--- src/rtl/pcie_ingress_decoder.sv ---
// pcie_ingress_decoder
//   Parses host-issued 32-bit Memory Write TLPs aimed at BAR0. Writes into the
//   register window update latched buffer-address registers. Writes into the
//   command window produce one-cycle command strobes and latched operands.
//   Any other TLP is consumed and dropped, and the drop is counted.
//
// Ports
//   clk, rst_n           clock, asynchronous active-low reset
//   i_rx_data/valid      receive dword stream and its qualifier
//   i_rx_sof/eof         first/last dword markers (qualified by valid)
//   o_rx_ready           dword accepted this cycle (low only while dispatching)
//   o_*_addr, o_buffer_size, o_ping_value   latched register window contents
//   o_update_buf(_stb)   buffer-ready bits from register 1 and their write pulse
//   o_reg_write_stb      pulse on any register-window write
//   o_device_select, o_cmd_flg_fifo, o_cmd_data_count, o_cmd_data_address
//                        latched command fields
//   o_cmd_*_stb, o_cmd_unknown  one-cycle command pulses
//   o_drop_count         saturating count of dropped TLPs
module pcie_ingress_decoder #(
    parameter int         REG_COUNT     = 8,
    parameter logic [9:0] CMD_INDEX     = 10'h010,
    parameter int         ADDR_LSB_MASK = 12
) (
    input  logic        clk,
    input  logic        rst_n,
    input  logic [31:0] i_rx_data,
    input  logic        i_rx_valid,
    input  logic        i_rx_sof,
    input  logic        i_rx_eof,
    output logic        o_rx_ready,
    output logic [31:0] o_status_addr,
    output logic [31:0] o_write_a_addr,
    output logic [31:0] o_write_b_addr,
    output logic [31:0] o_read_a_addr,
    output logic [31:0] o_read_b_addr,
    output logic [31:0] o_buffer_size,
    output logic [31:0] o_ping_value,
    output logic [1:0]  o_update_buf,
    output logic        o_update_buf_stb,
    output logic        o_reg_write_stb,
    output logic [3:0]  o_device_select,
    output logic        o_cmd_rst_stb,
    output logic        o_cmd_wr_stb,
    output logic        o_cmd_rd_stb,
    output logic        o_cmd_ping_stb,
    output logic        o_cmd_rd_cfg_stb,
    output logic        o_cmd_unknown,
    output logic        o_cmd_flg_fifo,
    output logic [31:0] o_cmd_data_count,
    output logic [31:0] o_cmd_data_address,
    output logic [15:0] o_drop_count
);

    typedef enum logic [2:0] {IDLE, HDR1, HDR2, DATA, DISPATCH, DROP} state_t;

    state_t      state_q, state_d;
    logic [9:0]  len_q, len_d;
    logic [2:0]  cnt_q, cnt_d;
    logic        cmd_mode_q, cmd_mode_d;
    logic [2:0]  tgt_q, tgt_d;
    logic [31:0] pay_q [3];
    logic [31:0] pay_d [3];
    logic        rdy_q;
    logic [1:0]  drop_inc;
    logic        restart;
    logic        xfer;
    logic [2:0]  cnt_inc;
    logic [31:0] idx;

    function automatic logic [15:0] sat_add16(input logic [15:0] a, input logic [1:0] b);
        logic [16:0] s;
        s = {1'b0, a} + {15'd0, b};
        return s[16] ? 16'hFFFF : s[15:0];
    endfunction

    assign xfer       = i_rx_valid && rdy_q;
    assign o_rx_ready = rdy_q;
    assign idx        = 32'(i_rx_data[ADDR_LSB_MASK-1:2]);
    // Payload counter saturates at 4 so an over-long payload can never alias a legal length.
    assign cnt_inc    = (cnt_q == 3'd4) ? cnt_q : cnt_q + 3'd1;

    always_comb begin
        state_d    = state_q;
        len_d      = len_q;
        cnt_d      = cnt_q;
        cmd_mode_d = cmd_mode_q;
        tgt_d      = tgt_q;
        pay_d      = pay_q;
        drop_inc   = 2'd0;
        restart    = 1'b0;
        case (state_q)
            IDLE: begin
                if (xfer && i_rx_sof) restart = 1'b1;
            end
            HDR1: begin
                if (xfer) begin
                    if (i_rx_sof) begin
                        drop_inc = 2'd1;
                        restart  = 1'b1;
                    end else if (i_rx_eof) begin
                        drop_inc = 2'd1;
                        state_d  = IDLE;
                    end else begin
                        state_d = HDR2;
                    end
                end
            end
            HDR2: begin
                if (xfer) begin
                    if (i_rx_sof) begin
                        drop_inc = 2'd1;
                        restart  = 1'b1;
                    end else if (i_rx_eof) begin
                        drop_inc = 2'd1;
                        state_d  = IDLE;
                    end else begin
                        cnt_d = 3'd0;
                        tgt_d = idx[2:0];
                        if (idx < 32'(REG_COUNT) && len_q == 10'd1) begin
                            cmd_mode_d = 1'b0;
                            state_d    = DATA;
                        end else if (idx == 32'(CMD_INDEX) && len_q == 10'd3) begin
                            cmd_mode_d = 1'b1;
                            state_d    = DATA;
                        end else begin
                            state_d = DROP;
                        end
                    end
                end
            end
            DATA: begin
                if (xfer) begin
                    if (i_rx_sof) begin
                        drop_inc = 2'd1;
                        restart  = 1'b1;
                    end else begin
                        if (cnt_q < 3'd3) pay_d[cnt_q[1:0]] = i_rx_data;
                        cnt_d = cnt_inc;
                        if (i_rx_eof) begin
                            if ({7'd0, cnt_inc} == len_q) begin
                                state_d = DISPATCH;
                            end else begin
                                drop_inc = 2'd1;
                                state_d  = IDLE;
                            end
                        end
                    end
                end
            end
            DISPATCH: state_d = IDLE;
            DROP: begin
                if (xfer && i_rx_eof) begin
                    drop_inc = 2'd1;
                    state_d  = IDLE;
                end
            end
            default: state_d = IDLE;
        endcase
        // The current dword starts a new TLP (fresh or after an aborted one): parse it as DW0.
        if (restart) begin
            if (i_rx_eof) begin
                drop_inc = drop_inc + 2'd1;
                state_d  = IDLE;
            end else if (i_rx_data[30:24] == 7'h40) begin
                len_d   = i_rx_data[9:0];
                state_d = HDR1;
            end else begin
                state_d = DROP;
            end
        end
    end

    always_ff @(posedge clk or negedge rst_n) begin
        if (!rst_n) begin
            state_q    <= IDLE;
            len_q      <= '0;
            cnt_q      <= '0;
            cmd_mode_q <= 1'b0;
            tgt_q      <= '0;
            pay_q      <= '{default: '0};
            rdy_q      <= 1'b0;
            o_drop_count <= '0;
        end else begin
            state_q    <= state_d;
            len_q      <= len_d;
            cnt_q      <= cnt_d;
            cmd_mode_q <= cmd_mode_d;
            tgt_q      <= tgt_d;
            pay_q      <= pay_d;
            rdy_q      <= (state_d != DISPATCH);
            o_drop_count <= sat_add16(o_drop_count, drop_inc);
        end
    end

    // Outputs change only on the edge that leaves DISPATCH; strobes last one cycle.
    always_ff @(posedge clk or negedge rst_n) begin
        if (!rst_n) begin
            o_status_addr      <= '0;
            o_write_a_addr     <= '0;
            o_write_b_addr     <= '0;
            o_read_a_addr      <= '0;
            o_read_b_addr      <= '0;
            o_buffer_size      <= '0;
            o_ping_value       <= '0;
            o_update_buf       <= '0;
            o_update_buf_stb   <= 1'b0;
            o_reg_write_stb    <= 1'b0;
            o_device_select    <= '0;
            o_cmd_rst_stb      <= 1'b0;
            o_cmd_wr_stb       <= 1'b0;
            o_cmd_rd_stb       <= 1'b0;
            o_cmd_ping_stb     <= 1'b0;
            o_cmd_rd_cfg_stb   <= 1'b0;
            o_cmd_unknown      <= 1'b0;
            o_cmd_flg_fifo     <= 1'b0;
            o_cmd_data_count   <= '0;
            o_cmd_data_address <= '0;
        end else begin
            o_update_buf_stb <= 1'b0;
            o_reg_write_stb  <= 1'b0;
            o_cmd_rst_stb    <= 1'b0;
            o_cmd_wr_stb     <= 1'b0;
            o_cmd_rd_stb     <= 1'b0;
            o_cmd_ping_stb   <= 1'b0;
            o_cmd_rd_cfg_stb <= 1'b0;
            o_cmd_unknown    <= 1'b0;
            if (state_q == DISPATCH) begin
                if (!cmd_mode_q) begin
                    o_reg_write_stb <= 1'b1;
                    case (tgt_q)
                        3'd0: o_status_addr  <= pay_q[0];
                        3'd1: begin
                            o_update_buf     <= pay_q[0][1:0];
                            o_update_buf_stb <= 1'b1;
                        end
                        3'd2: o_write_a_addr <= pay_q[0];
                        3'd3: o_write_b_addr <= pay_q[0];
                        3'd4: o_read_a_addr  <= pay_q[0];
                        3'd5: o_read_b_addr  <= pay_q[0];
                        3'd6: o_buffer_size  <= pay_q[0];
                        default: o_ping_value <= pay_q[0];
                    endcase
                end else begin
                    o_device_select    <= pay_q[0][7:4];
                    o_cmd_flg_fifo     <= pay_q[0][31];
                    o_cmd_data_count   <= pay_q[1];
                    o_cmd_data_address <= pay_q[2];
                    case (pay_q[0][3:0])
                        4'd0:    o_cmd_rst_stb    <= 1'b1;
                        4'd1:    o_cmd_wr_stb     <= 1'b1;
                        4'd2:    o_cmd_rd_stb     <= 1'b1;
                        4'd3:    o_cmd_ping_stb   <= 1'b1;
                        4'd4:    o_cmd_rd_cfg_stb <= 1'b1;
                        default: o_cmd_unknown    <= 1'b1;
                    endcase
                end
            end
        end
    end

endmodule
--- config.mk ---
export PLATFORM = sky130hd
export DESIGN_NAME = pcie_ingress_decoder
export DESIGN_NICKNAME = d
export VERILOG_FILES = /design/src/rtl/pcie_ingress_decoder.sv
export SDC_FILE = /design/constraint.sdc
export NUM_CORES = 1
export LEC_CHECK = 0
export CAP_MARGIN = 20
export CORE_ASPECT_RATIO = 1.5
export CORE_UTILIZATION = 50
export DETAILED_ROUTE_END_ITERATION = 8
export GPL_TIMING_DRIVEN = 0
export PLACE_DENSITY = 0.79
export SETUP_SLACK_MARGIN = 0.3
export SLEW_MARGIN = 10
export SYNTH_ARGS = -nofsm -noshare
export SYNTH_HDL_FRONTEND = slang
export SYNTH_SLANG_ARGS = --single-unit
--- constraint.sdc ---
create_clock -name clk -period 8.7 [get_ports clk]
set_input_delay 2.61 -clock clk [delete_from_list [all_inputs] [get_ports clk]]
set_output_delay 2.61 -clock clk [all_outputs]
set_load 0.01 [all_outputs]
==> impl_summary.md <==
Outcome
The flow ran to the end, but the final reports show violations. The final reports fail on design-rule violations.

Global routing
The via count of the first global-routing pass is 11.5k. Summed over all layers, the global routing overflow is 0. The first-pass GRT wire length is 66700 um. The initial antenna violation count is 0. The maximum number of pins on one net before global-route repair is 115. The total routing usage reported by global routing is 25.7%.

Floorplanning
The starting density of the core is 50.6%. The die covers 0.0345 mm2. Measured along the x axis, the die boundary spans 152 um. The die height is 227 um.

The total number of placement rows is 82. 357 I/O pins were placed. The core region area is 0.0333 mm2.

Clock network
The cell chosen for the clock root is clkbuf_16. In this run, CTS created clock tree buffers numbering 41. The clock tree from TritonCTS is done.

The number of H-tree levels is 2. The total of cells resized after clock tree synthesis is 0. The post-CTS setup buffer count is 0.

The CTS clock-pin slew for the worst setup and hold paths is 0.06 ns. The later pin in the worst-skew pair is clocked with a latency of 0.53 ns. After clock tree synthesis, the flow added hold-fix buffers numbering 0. The number of clock sinks seen by CTS is 436. The worst-case clock buffer depth is 3.

Drt
After detailed routing, the wire length on met1 is 16000 um. Once detail routing completed, the nets flagged for antenna violations numbered 0. The number of design rule violations left after detail routing is 41. The highest metal layer with signal wires is met4. The wire length after detailed routing is 43400 um. In the routed layout, each cell is associated on average with a via count of 5.34. The wire length on met3 is 2100 um. For this block, the initial DRC count from the detailed router was 517.

The detailed-route wire length per cell is 21.0 um. Before antenna repair, the detailed router went through 6 iterations. The number of vias after detailed routing is 11.1k. The routed wire length on met2 is 23100 um.

Yosys
In the synthesized netlist the dominant register cell turns out to be dfrtp_1. The number of different library cells in the post-synthesis netlist is 51. When the netlist entered floorplanning its net count stood at 1265. The number of enable-type register cells in the synthesized netlist is 0. The number of synthesized register bits is 436. The average cell area after synthesis is 13.8 um2. The synthesis warning total is 0. Synthesis produced 1220 cells. The sequential area share after synthesis is 64.7%. In this run the cell area of the synthesized design comes to 0.0169 mm2. Of all flip-flops after synthesis, the portion carrying an async set or reset was 100%.

Power
VDD sags by at most 0.174 mV. The post-layout total power is 4.56 mW. The total power per unit cell area is 204 mW/mm2. The total leakage power is 11.1 nW.

Timing
The worst path uses 67.7% of the clock period. The slew at the pin closest to its max-slew limit is 0.804 ns. The number of hold-slack violations in the final timing report is 0.

The worst pin sits at a relative slew slack of 46.4%. The number of setup violations in the final report is 0. Setup repair after global routing left no endpoint under its margin. The number of pins with negative max-slew slack in the final report came to 0. Clock skew on the completed layout was measured at 0.0157 ns. Based on the critical path, the design can be clocked at up to 170 MHz. The time the final worst path needs with I/O delays and setup is 5.89 ns.

Place
Counting tap cells, the placed design contains a total of 1999 instances. The final RePlAce weighted congestion is 0.844. Summed over all nets, the half-perimeter wirelength after detailed placement is 31600 um. During placement, the flow inserted port buffers numbering 356.

Worst setup path
The depth of the most critical reg-to-reg path is 19. The class of the most critical setup path is in2reg. At the worst endpoint, the required time is 9.15 ns. The critical-path maximum fanout is 10. The arrival time of data at the critical path endpoint is 6.34 ns. The worst setup path is captured at a flip-flop. The startpoint class of the critical path is an input pin.

Run
The max-capacitance violation count is 0.

Cells and area
The number of fill cells is 2437. The post-route netlist has 26.3% of its cells at a drive strength greater than 1. In the final layout, the multi-input gates occupy 0.00565 mm2. The library cell used most frequently in the layout, excluding fill and tap cells, is dfrtp_1. The non-filler instance count after layout is 2071. The area added between synthesis and finish is 32.9%. The repair_antennas step left the layout with diodes totalling 0. The top cell types in the final layout, fill and taps aside, are 436 x dfrtp_1, 355 x clkdlybuf4s50_1, 318 x mux2_2.

Summing all flip-flop and latch instances after layout gives 0.0109 mm2. The net count of the finished layout is 1667.

Min path
The worst hold path cell count is 2. The worst hold path belongs to the class reg2reg.
## worst paths after layout
check                                              end       from  slack [ns]
worst min-delay path            o_cmd_data_address[31]  pay_q[31]        0.46
min in group asynchronous          o_cmd_data_count[7]      rst_n        2.12
worst max register to register        o_drop_count[10]   cnt_q[0]        3.77
max in group asynchronous            o_write_a_addr[0]      rst_n        5.06
worst max-delay path                  o_drop_count[10]   i_rx_eof        2.81
worst min register to register  o_cmd_data_address[31]  pay_q[31]        0.46
## worst max-delay path, cell delays in order
cell and delay [ns]:
clkdlybuf4s50_1 0.63, inv_1 0.17, nor4_1 0.29, o21ai_0 0.17, o211ai_1 0.12, ha_1 0.14
nor2_1 0.04, a31oi_1 0.17, ha_1 0.21, inv_1 0.06, fa_1 0.44, or3b_2 0.54
nor2_1 0.18, nand3_1 0.18, clkbuf_1 0.27, nand2_1 0.12
## metrics by stage
stage | hold WS, ns | util [%] | setup WS, ns | TNS [ns] | instance area (um2)
after global routing | 0.484 | 67.2 | 2.46 | 0 | 22400
final | 0.461 | 67.2 | 2.81 | 0 | 22400
after CTS | 0.463 | 67.2 | 2.83 | 0 | 22400
after global placement | 0.442 | 62.8 | -13.50 | -5868.77 | 20900
after floorplan | 0.433 | - | 3.46 | 0 | 16900
after detailed placement | 0.447 | 63.1 | 2.31 | 0 | 21000
## layout make-up
cell class / instances / share of cell area [%]
buffer: 56 / 1.16
clock buffer: 58 / 5.49
clock inverter: 14 / 0.592
inverter: 11 / 0.184
multi-input combinational: 717 / 25.2
sequential: 436 / 48.7
tap: 420 / 2.35
timing repair buffer: 359 / 16.3
## cell usage after synthesis (3+ instances only)
cell        n  area share [%]
dfrtp_1   436              65
mux2_2    318              21
nand2_1   244             5.4
buf_2      29            0.86
clkbuf_1   23            0.51
nor2_1     23            0.51
mux2_1     15             1.0
inv_1      11            0.24
nand3_1    10            0.30
o21ai_0    10            0.30
a21oi_1     9            0.27
ha_1        7            0.52
xor2_1      7            0.36
nand4_1     6            0.22
and3_1      5            0.19
nand2b_1    5            0.19
xnor2_1     5            0.26
nor3_1      4            0.12
nor3b_1     4            0.18
buf_4       3            0.13
nor4_1      3            0.11
## cell families (layout without fill, tap and decap cells)
logic type,count (synthesis),in the layout,share of synthesized area (%)
mux,335,335,22.4
compound gates,35,35,1.33
fa+ha+maj,8,8,0.638
buf+inv,67,498,1.78
xor+xnor,12,12,0.623
flops,436,436,64.7
simple gates,327,327,8.54
## routing by layer
| metal | up-vias | GRT usage (%) |
|---|---|---|
| met2 | 323 | 46.6 |
| li1 | 4974 | - |
| met4 | 0 | 13.2 |
| met5 | - | 0 |
| met3 | 119 | 4.99 |
| met1 | 5650 | 28.8 |
## state kept, by name (all words and copies together) (netlist names), 4 cells and up
signal	count
o_status_addr	32
o_buffer_size	32
pay_q	96
o_read_a_addr	32
o_write_a_addr	32
o_read_b_addr	32
o_cmd_data_count	32
o_drop_count	16
o_cmd_data_address	32
len_q	10
o_ping_value	32
o_write_b_addr	32
o_device_select	4
## report_power, final
group | leakage (nW) | total [mW] | internal [mW] | switching [mW]
logic | 4.34 | 0.488 | 0.261 | 0.227
registers | 6.04 | 2.28 | 2.14 | 0.131
clock network | 0.683 | 1.79 | 1.05 | 0.750
(Power assumes the default switching activity.)
